### src/rtl/frame_scan_ctrl.sv
// Raster-scan coordinate generator: emits x/y beats over a valid/ready stream with
// sop/eop markers, inter-frame blanking, a programmable frame count and sticky abort.
module frame_scan_ctrl #(
    parameter int LINE_WIDTH = 640,
    parameter int ROW_NUMBER = 480,
    parameter int V_BLANK    = 2
) (
    input  logic        clk,
    input  logic        rst_n,
    input  logic        start,
    input  logic        abort,
    input  logic [7:0]  frame_count,
    output logic        out_valid,
    input  logic        out_ready,
    output logic [15:0] x,
    output logic [15:0] y,
    output logic        sop,
    output logic        eop,
    output logic        frame_done,
    output logic [7:0]  frames_sent,
    output logic        busy
);

    typedef enum logic [1:0] {IDLE, SCAN, GAP} state_t;

    state_t      state, state_nxt;
    logic [7:0]  cnt;
    logic        abort_flag;
    logic [15:0] gap_cnt;

    logic        xfer, last_x, last_y, eop_xfer, more, abort_now;
    logic [7:0]  frames_inc;

    assign busy       = (state != IDLE);
    assign out_valid  = (state == SCAN);
    assign last_x     = (x == 16'(LINE_WIDTH - 1));
    assign last_y     = (y == 16'(ROW_NUMBER - 1));
    assign sop        = out_valid && (x == 16'd0) && (y == 16'd0);
    assign eop        = out_valid && last_x && last_y;
    assign xfer       = out_valid && out_ready;
    assign eop_xfer   = xfer && last_x && last_y;
    assign frames_inc = frames_sent + 8'd1;
    assign more       = (cnt == 8'd0) || (frames_inc < cnt);
    // An abort arriving on the eop cycle itself still ends the run after this frame.
    assign abort_now  = abort_flag || abort;

    always_comb begin
        state_nxt = state;
        case (state)
            IDLE: if (start) state_nxt = SCAN;
            SCAN: begin
                if (eop_xfer) begin
                    if (more && !abort_now) state_nxt = (V_BLANK > 0) ? GAP : SCAN;
                    else                    state_nxt = IDLE;
                end
            end
            GAP: begin
                if (abort_now)                            state_nxt = IDLE;
                else if (gap_cnt == 16'(V_BLANK - 1))     state_nxt = SCAN;
            end
            default: state_nxt = IDLE;
        endcase
    end

    always_ff @(posedge clk or negedge rst_n) begin
        if (!rst_n) begin
            state       <= IDLE;
            x           <= 16'd0;
            y           <= 16'd0;
            cnt         <= 8'd0;
            abort_flag  <= 1'b0;
            frames_sent <= 8'd0;
            frame_done  <= 1'b0;
            gap_cnt     <= 16'd0;
        end else begin
            state      <= state_nxt;
            frame_done <= eop_xfer;
            gap_cnt    <= (state == GAP) ? gap_cnt + 16'd1 : 16'd0;

            if (state == IDLE) begin
                if (start) begin
                    cnt         <= frame_count;
                    frames_sent <= 8'd0;
                    abort_flag  <= 1'b0;
                    x           <= 16'd0;
                    y           <= 16'd0;
                end
            end else begin
                abort_flag <= (state_nxt == IDLE) ? 1'b0 : (abort_flag || abort);
            end

            if (xfer) begin
                if (last_x) begin
                    x <= 16'd0;
                    y <= last_y ? 16'd0 : y + 16'd1;
                end else begin
                    x <= x + 16'd1;
                end
            end

            if (eop_xfer) frames_sent <= frames_inc;
        end
    end

endmodule

### config.mk
export PLATFORM = sky130hd
export DESIGN_NAME = frame_scan_ctrl
export DESIGN_NICKNAME = d
export VERILOG_FILES = /design/src/rtl/frame_scan_ctrl.sv
export SDC_FILE = /design/constraint.sdc
export NUM_CORES = 1
export LEC_CHECK = 0
export BUFFER_PORTS_ARGS = -buffer_cell sky130_fd_sc_hd__buf_2
export CORE_UTILIZATION = 52
export DETAILED_ROUTE_END_ITERATION = 10
export GPL_TIMING_DRIVEN = 0
export PLACE_DENSITY = 0.75
export SYNTH_ARGS = -nofsm -noshare
export SYNTH_HDL_FRONTEND = slang
export SYNTH_SLANG_ARGS = --single-unit
### constraint.sdc
create_clock -name clk -period 2.51 [get_ports clk]
set_clock_uncertainty 0.15 [all_clocks]
set_input_delay 0.251 -clock clk [delete_from_list [all_inputs] [get_ports clk]]
set_output_delay 0.251 -clock clk [all_outputs]
set_load 0.05 [all_outputs]
==> impl_metrics.ini, run 1 <==
[critical_path]
path_buf_inv = 1
critPathTopFamily = simple AND/OR/NAND/NOR gates
max_stage_delay_ns = 0.57
path_max_fanout = 2
worstPathArrival_ns = 2.17
crit_required_ns = 2.11
end_kind = output pin
startpoint_type = flop
crit_chain = or4_4 -> nor4b_4 -> nand4_1 -> nor3_4 -> buf_6
crit_type = reg2out
slowest_stage = or4_4

[grt]
grt_pass1_wl_um = 15500
grt_pass1_vias = 3366
track_usage = 0.263
grt-ovfl-total = 0
antenna_found_initial = 0
grt_start_max_net_pins = 69

[floorplan]
pin_count = 58
core_um2 = 6910
die-area_um2 = 7640
fp.dieH_um = 87.4
die_w_um = 87.4
start_util = 0.549
num_rows = 30

[sta]
drv_slew = 0
grt_setup_unrepaired = yes
finalHoldViolCount = 1
holdWs_ns = -0.00283
min_period_over_period = 1.02
tightest_slew_ns = 0.852
fin_ws_ns = -0.0620
setup_violations = 2
fin_crit_ns = 2.57
slew_headroom = 0.432
max_freq_ghz = 0.389

[job]
cap_violations = 0

[yosys]
ys_seq_area_frac = 0.449
synth_compound_area_frac = 0.135
synth_warnings = 0
synth_fp_nets = 447
synth_top_family_by_area = simple AND/OR/NAND/NOR gates
synth_area_um2 = 3790
synthFlopType = dfrtp_1
synthXorXnorAreaFrac = 0.0623
synth_edf_count = 0
ys_ff_latch = 68
yosys.area_share.simple = 0.269
synth-adder-area-share = 0.0462
ys_types = 47
synthCells = 420
avgSynthCellArea_um2 = 9.03
synthArstFlopShare = 1.00
synth_mux_area_frac = 0.00264

[route]
drc_errors = 0
via_count = 3545
routed_wirelength_um = 9530
ant_nets = 0
dr.first_iter.drc_count = 224
wl_per_cell_um = 15.4
drt_pass1_iterations = 4
viasPerCell = 5.72

[clock_tree]
insertion_delay_ns = 0.35
clock-sinks = 68
h-tree-depth = 3
numCtsBuffers = 9
tritoncts = built
path_clk_slew_ns = 0.08
cts_root_buf = clkbuf_8
cts_buffer_depth = 2

[power]
cellLeakagePower_nw = 2.21
ir_drop_mv = 0.440
p_per_area_nw_per_um2 = 539

[cells_and_area]
area_growth_pct = 25.0
layout-drive-gt1-share = 0.260
antenna_cells = 0
final_cell_area_um2 = 4740
fin_nets = 546
utilization = 0.687

[placement]
dp_hpwl_um = 6370
pre_cts_ws_ns = -0.154
port-buffer-count = 57
gp_congestion = 0.819
post_dp_cell_area_um2 = 4240

[run_status]
violations = negative hold slack, negative setup slack
status = finished with violations

[hold_path]
hold_path.class = in2reg
## final cells by class
cell class                      instances  area (um^2)
Fill cell                             587         2160
Multi-Input combinational cell        320         2030
Sequential cell                        68         1720
Timing Repair Buffer                   89          562
Clock buffer                           14          163
Tap cell                               96          120
Inverter                               21         78.8
Buffer                                 10         53.8
Clock inverter                          2         12.5
## through the flow
| step | power, mW | cells | setup TNS, ns |
|---|---|---|---|
| finish | 2.56 | 620 | -0.0754 |
| detailed placement | 1.72 | 573 | -0.854 |
| CTS | 2.57 | 610 | -0.0656 |
| global placement | 1.71 | 573 | -0.662 |
| global route | 2.68 | 620 | -0.211 |
| floorplan | 1.58 | 420 | 0 |
## report_power, final
group	switching, mW	internal (mW)	leakage, nW
combinational	0.337	0.155	1.22
sequential	0.0743	1.17	0.896
clock	0.411	0.413	0.0867
## synthesized netlist by cell type, types with 3 or more instances
library cell	count	area, um^2
a21o_1	11	82.6
a21oi_1	13	65.1
and3_1	14	87.6
clkbuf_1	7	26.3
dfrtp_1	68	1700
ha_1	14	175
inv_1	21	78.8
nand2_1	47	176
nand3_1	37	185
nand4_1	9	56.3
nor2_1	30	113
nor3_1	12	60.1
nor4_1	13	81.3
o21ai_0	29	145
o21ai_1	18	90.1
o31ai_1	3	22.5
or3_1	6	37.5
or4_1	4	30.0
or4_4	3	33.8
xnor2_1	11	96.3
xor2_1	16	140
## layout by cell type (no fill, tap or decap), types with 9 or more instances in the layout
master and instances:
a21o_1 11, a21oi_1 13, and3_1 13, buf_2 56, buf_4 24, clkbuf_1 10, clkbuf_8 11, dfrtp_1 51
dfrtp_2 17, ha_1 14, inv_1 21, nand2_1 47, nand3_1 35, nand4_1 9, nor2_1 29, nor3_1 11
nor4_1 13, o21ai_0 28, o21ai_1 19, xnor2_1 11, xor2_1 16
## flip-flops by register name, indices dropped and copies added, names as in the netlist
name	count
abort_flag	1
state	2
frames_sent	8
frame_done	1
y	16
cnt	8
x	16
gap_cnt	16
## what timing repair did
item | in CTS | in global routing
gates resized for setup | 9 | 11
hold endpoints to repair | 75 | 0
endpoints found under the setup margin | 14 | 19
gates cloned | 0 | 2
setup buffers | 13 | 9
pin swaps | 7 | 7
hold buffers | 8 | 0
## final timing paths
check	endpoint	start	slack, ns	cells after the start
max reg2reg	y[10]$_DFF_PN0_	x[8]$_DFFE_PN0P_	0.04	6
min in group asynchronous	y[5]$_DFF_PN0_	rst_n	0.41	2
max in group asynchronous	y[13]$_DFF_PN0_	rst_n	1.20	2
min reg2reg	gap_cnt[0]$_DFF_PN0_	gap_cnt[0]$_DFF_PN0_	0.34	1
min	cnt[1]$_DFFE_PN0P_	frame_count[1]	-0.003	3
max	sop	y[10]$_DFF_PN0_	-0.06	5
## kinds of logic after synthesis
kind of cell             Yosys count
AO/OA/AOI/OAI                     87
XOR/XNOR                          27
adder cells (fa/ha/maj)           14
buffers and inverters             32
flip-flops                        68
multiplexers                       1
AND/OR/NAND/NOR                  191
## worst reg2reg max path, stage by stage, from the launching register on
cell     delay [ns]
dfrtp_2        0.42
or4_4          0.59
or4_4          0.59
nor3_4         0.27
buf_4          0.19
a21oi_2        0.05
mux2i_1        0.13
## routing by layer
| metal | vias to the layer above | GRT usage | routed length, um |
|---|---|---|---|
| met4 | 0 | 0.110 | 135 |
| li1 | 1707 | - | - |
| met1 | 1715 | 0.347 | 4330 |
| met2 | 109 | 0.425 | 4600 |
| met3 | 14 | 0.0502 | 469 |
| met5 | - | 0 | 0 |
Power figures use the tool's default switching activity.
==> run 2, diff against run 1 <==
==> constraint.sdc (replaced) <==
create_clock -name clk -period 2.51 [get_ports clk]
set_clock_uncertainty 0.15 [all_clocks]
set_input_delay 0 -clock clk [delete_from_list [all_inputs] [get_ports clk]]
set_output_delay 0 -clock clk [all_outputs]
set_load 0.05 [all_outputs]
==> run 2 against run 1 <==
The run now ends clean. Clock-buffer cell count is the same. Total power grew 6.0%. Wire length grew 0.73%. Sequential cell count is the same. Critical path depth grew 1. Non-clock buffer count shrank 3. Register-to-register slack is essentially flat. Final cell count shrank 0.48%. Critical endpoint is now y[15]$_DFF_PN0_. Largest cell class unchanged.
==> impl_metrics.ini, run 2 (synthesized netlist as in run 1, its figures left out) <==
[power]
finalPower_mw = 2.71
cellLeakagePower_nw = 2.22
p_per_area_nw_per_um2 = 573
ir_drop_mv = 0.335

[floorplan]
core_um2 = 6910
num_rows = 30
fp.dieH_um = 87.4
die_w_um = 87.4
die-area_um2 = 7640
start_util = 0.549
pin_count = 58

[sta]
tightest_slew_ns = 0.867
fin_ws_ns = 0.0435
finalHoldViolCount = 0
drv_slew = 0
fin_tns_setup_ns = 0
slew_headroom = 0.422
fin_crit_ns = 2.47
max_freq_ghz = 0.405
setup_violations = 0
min_period_over_period = 0.983

[critical_path]
worstPathArrival_ns = 2.59
crit_chain = or4_4 -> or4_4 -> nor3_4 -> buf_4 -> a21o_1 -> a21o_1
crit_required_ns = 2.63
startpoint_type = flop
cp.depth = 6
crit_end = y[15]$_DFF_PN0_
slowest_stage = or4_4
crit_path_start = x[7]$_DFFE_PN0P_
r2r-start = x[7]$_DFFE_PN0P_
r2r_slack_ns = 0.04
max_stage_delay_ns = 0.61
critPathTopFamily = simple AND/OR/NAND/NOR gates
end_kind = flop
path_max_fanout = 7
crit_type = reg2reg
path_buf_inv = 1
r2r-end = y[15]$_DFF_PN0_
worst_r2r_path_depth = 6

[hold_path]
hold_path.class = in2async

[cells_and_area]
utilization = 0.686
antenna_cells = 0
layout_common_cells = buf_2, dfrtp_1, nand2_1
layout-drive-gt1-share = 0.242
top_regs = gap_cnt x16, x x16, y x16
layout_commonest_cell = buf_2
area_growth_pct = 24.8
layout.cells.non_filler = 617
fin_nets = 543

[route]
routed_wirelength_um = 9600
wl_per_cell_um = 15.6
drt_pass1_iterations = 5
ant_nets = 0
dr.first_iter.drc_count = 291
drc_errors = 0
viasPerCell = 5.73
via_count = 3533

[job]
cap_violations = 0

[placement]
pre_cts_ws_ns = -0.157
dp_hpwl_um = 6390
gp_congestion = 0.853
dp.cells = 573
port-buffer-count = 57

[clock_tree]
tritoncts = built
clock-sinks = 68
cts_root_buf = clkbuf_8
path_clk_slew_ns = 0.07
cts_buffer_depth = 2
h-tree-depth = 3
numCtsBuffers = 9
insertion_delay_ns = 0.34

[grt]
grt-ovfl-total = 0
grt_pass1_wl_um = 15700
grt_start_max_net_pins = 69
grt_pass1_vias = 3255
track_usage = 0.265
antenna_found_initial = 0

[run_status]
status = finished, final reports clean
## run 2: where the power goes
group          switching, mW  leakage (nW)  internal, mW
registers             0.0712         0.901          1.17
logic                  0.333          1.21         0.148
clock network          0.402         0.105         0.590
## run 2: area by class of cell
cell class,count,area (um^2)
fillers,573,2170
multi-input cells,320,2020
flip-flops and latches,68,1720
repair buffers,86,539
clock buffers,14,153
well taps,96,120
inverters,21,78.8
clock inverters,2,60.1
plain buffers,10,47.5
## run 2: worst min path at each step
stage	startpoint	slack (ns)	to	cells past startpoint
finish	rst_n	0.16	gap_cnt[2]$_DFF_PN0_	2
global route	rst_n	0.26	gap_cnt[5]$_DFF_PN0_	2
floorplan	rst_n	-0.45	abort_flag$_DFFE_PN0P_	0
global placement	frame_count[0]	0.04	cnt[0]$_DFFE_PN0P_	3
CTS	out_ready	0.20	y[9]$_DFF_PN0_	6
detailed placement	rst_n	0.02	gap_cnt[8]$_DFF_PN0_	1
## run 2: per-stage QoR
stage	area (um^2)	hold slack (ns)
3_3_place_gp	4220	0.0443
2_1_floorplan	3820	-0.446
3_5_place_dp	4230	0.0205
6_report	4730	0.157
4_1_cts	4650	0.205
5_1_grt	4730	0.257
## run 2: metal layers
metal / share of wire / routed length (um) / vias to the layer above / GRT usage
met5: 0 / 0 / - / 0
met4: 0.014 / 138 / 0 / 0.133
met3: 0.053 / 510 / 15 / 0.0351
met2: 0.48 / 4580 / 127 / 0.398
met1: 0.46 / 4370 / 1687 / 0.375
li1: - / - / 1704 / -
## run 2: timing repair
| action | in CTS | in global routing |
|---|---|---|
| setup endpoints to repair | 17 | 19 |
| resized for setup | 6 | 8 |
| setup buffers | 9 | 8 |
| gates cloned | 1 | 0 |
| pin swaps | 6 | 5 |
| hold buffers | 11 | 0 |
| hold endpoints to repair | 79 | 0 |
==> run 3, diff against run 2 <==
- ABC_AREA: not set -> 1
- PLACE_DENSITY: 0.75 -> 0.74
==> run 3 against run 2 <==
Worst hold slack got worse by 0.013 ns. Global-route usage decreased by 2.6 points. Maximum frequency increased by 3.2%. Critical path depth increased by 8. Critical path type unchanged. Critical endpoint is now abort_flag$_DFFE_PN0P_.
==> impl_metrics.ini, run 3 <==
[route]
via_count = 3693
dr.first_iter.drc_count = 176
wl_per_cell_um = 13.4
drc_errors = 0
drt_pass1_iterations = 4
viasPerCell = 5.30
routed_wirelength_um = 9320
ant_nets = 0

[floorplan]
core_um2 = 7370
fp.dieH_um = 90.0
num_rows = 31
die-area_um2 = 8100
die_w_um = 90.0
start_util = 0.546
pin_count = 58

[sta]
drv_slew = 0
slew_headroom = 0.442
min_period_over_period = 0.952
max_freq_ghz = 0.418
grt_setup_unrepaired = yes
fin_crit_ns = 2.39
setup_violations = 0
tightest_slew_ns = 0.837
finalHoldViolCount = 0
fin_ws_ns = 0.120

[yosys]
ys_top_cells_by_area = dfrtp_1, nand2_1, inv_1, nor2_1, ha_1
synthCells = 510
synth_compound_area_frac = 0.110
ys_types = 39
yosysTopAreaCellShare = 0.423
synth_area_um2 = 4030
synth_top_cell_by_area = dfrtp_1
synthMostInstantiatedCell = nand2_1
ys_ff_latch = 68
yosys-top-cells-count = nand2_1, inv_1, dfrtp_1
synth_fp_nets = 537
synthFlopType = dfrtp_1
synthXorXnorAreaFrac = 0.0305
synthArstFlopShare = 1.00
avgSynthCellArea_um2 = 7.89
yosys.area_share.simple = 0.310
synth_warnings = 0
synth_edf_count = 0
synth-adder-area-share = 0.0435
synth_mux_area_frac = 0.00280
ys_seq_area_frac = 0.423
synth_top_family_by_area = simple AND/OR/NAND/NOR gates

[cells_and_area]
fillCellCount = 638
top_regs = gap_cnt x16, x x16, y x16
final_cell_area_um2 = 4810
seqCellArea_um2 = 1710
area_growth_pct = 19.6
antenna_cells = 0
layout_commonest_cell = nand2_1
layout_common_cells = nand2_1, inv_1, dfrtp_1
layout-drive-gt1-share = 0.222
fin_nets = 621
multiInputGateArea_um2 = 2050

[clock_tree]
cts_root_buf = clkbuf_8
path_clk_slew_ns = 0.07
numCtsBuffers = 9
tritoncts = built
cts_buffer_depth = 2
h-tree-depth = 3
clock-sinks = 68
insertion_delay_ns = 0.35

[power]
p_per_area_nw_per_um2 = 528
ir_drop_mv = 0.274
finalPower_mw = 2.54
cellLeakagePower_nw = 2.35

[placement]
post_dp_cell_area_um2 = 4450
port-buffer-count = 57
dp_hpwl_um = 6700
gp_congestion = 0.884
pre_cts_ws_ns = 0.0605

[critical_path]
startpoint_type = flop
crit_top_cell = nand2_2
end_kind = flop
crit_required_ns = 2.60
worstPathArrival_ns = 2.48
slowest_stage = dfrtp_2
crit_type = reg2reg
max_stage_delay_ns = 0.40
crit_chain = nand3_2 -> nand3b_1 -> nand3b_1 -> xor2_1 -> inv_1 -> ha_4 -> nand2_2 -> o21a_1 -> nand2_1 -> nand2_2 -> nand3_2 -> nand3_2 -> nand2_2 -> nand2_2
path_max_fanout = 4

[job]
cap_violations = 0

[grt]
grt_pass1_wl_um = 15800
grt-ovfl-total = 0
grt_start_max_net_pins = 69
antenna_found_initial = 0
track_usage = 0.239
grt_pass1_vias = 3571

[hold_path]
hold_path.class = in2async

[run_status]
status = finished, final reports clean
==> run 3: cell count changes in the layout (fill, tap and decap cells not counted), moves of 13 or more <==
cell and delta:
nand2_1 +42, buf_4 -14, a21oi_1 +13, and3_1 -14
nor2_1 +26, inv_1 +48
==> run 3: critical path: cells and delay by family, from the launching register on <==
kind,cells,cell delay [ns]
and+or+nand+nor,10,0.98
buffers and inverters,1,0.10
adders and majority gates,1,0.28
xor gates and xnor gates,1,0.21
DFF,1,0.40
AOI/OAI and AO/OA,1,0.18
==> run 3: layout make-up <==
| type | instances | share of cell area |
|---|---|---|
| Buffer | 5 | 0.00598 |
| Clock buffer | 13 | 0.0330 |
| Clock inverter | 2 | 0.00208 |
| Inverter | 78 | 0.0616 |
| Multi-Input combinational cell | 359 | 0.426 |
| Sequential cell | 68 | 0.354 |
| Tap cell | 99 | 0.0257 |
| Timing Repair Buffer | 73 | 0.0910 |
==> run 3: kinds of logic after synthesis <==
kind of cell               after synthesis
AOI/OAI and AO/OA                       80
xor gates and xnor gates                14
adders and majority gates               14
buffers and inverters                   83
DFF                                     68
muxes                                    1
and+or+nand+nor                        250
==> run 3: path summary, 6_finish.rpt <==
check / slack (ns) / depth (start not counted) / endpoint / startpoint
worst max-delay path: 0.12 / 14 / abort_flag$_DFFE_PN0P_ / frames_sent[2]$_DFFE_PN0P_
worst min-delay path: 0.14 / 2 / x[11]$_DFFE_PN0P_ / rst_n
worst max register to register: 0.12 / 14 / abort_flag$_DFFE_PN0P_ / frames_sent[2]$_DFFE_PN0P_
worst min register to register: 0.35 / 1 / gap_cnt[0]$_DFF_PN0_ / gap_cnt[0]$_DFF_PN0_
max in group asynchronous: 1.46 / 2 / frames_sent[2]$_DFFE_PN0P_ / rst_n
min in group clk: 0.28 / 3 / cnt[0]$_DFFE_PN0P_ / frame_count[0]
==> run 3: where the power goes <==
group          switching, mW  internal (mW)
Sequential            0.0697           1.14
Clock                  0.417          0.405
Combinational          0.373          0.133
==> run 3: stage by stage <==
stage / std cells / hold slack (ns) / util / setup TNS, ns
after floorplan: 510 / -0.446 / - / 0
after global placement: 666 / 0.0826 / 0.604 / 0
after detailed placement: 666 / 0.0145 / 0.604 / 0
after CTS: 693 / 0.187 / 0.643 / 0
after global routing: 697 / 0.246 / 0.653 / -0.0250
final: 697 / 0.144 / 0.653 / 0
==> run 3: layer usage <==
layer	part of all wire	up-vias	global-route usage
met2	0.50	76	0.424
met1	0.45	1749	0.290
met5	0	-	0
li1	-	1855	-
met4	0.015	0	0.0766
met3	0.035	13	0.0499
==> run 3: timing repair <==
action                                  CTS  global route
endpoints found under the setup margin    0             2
hold buffers                             12             0
resized for setup                         0            11
setup buffers                             0             4
endpoints found under the hold margin    91             0
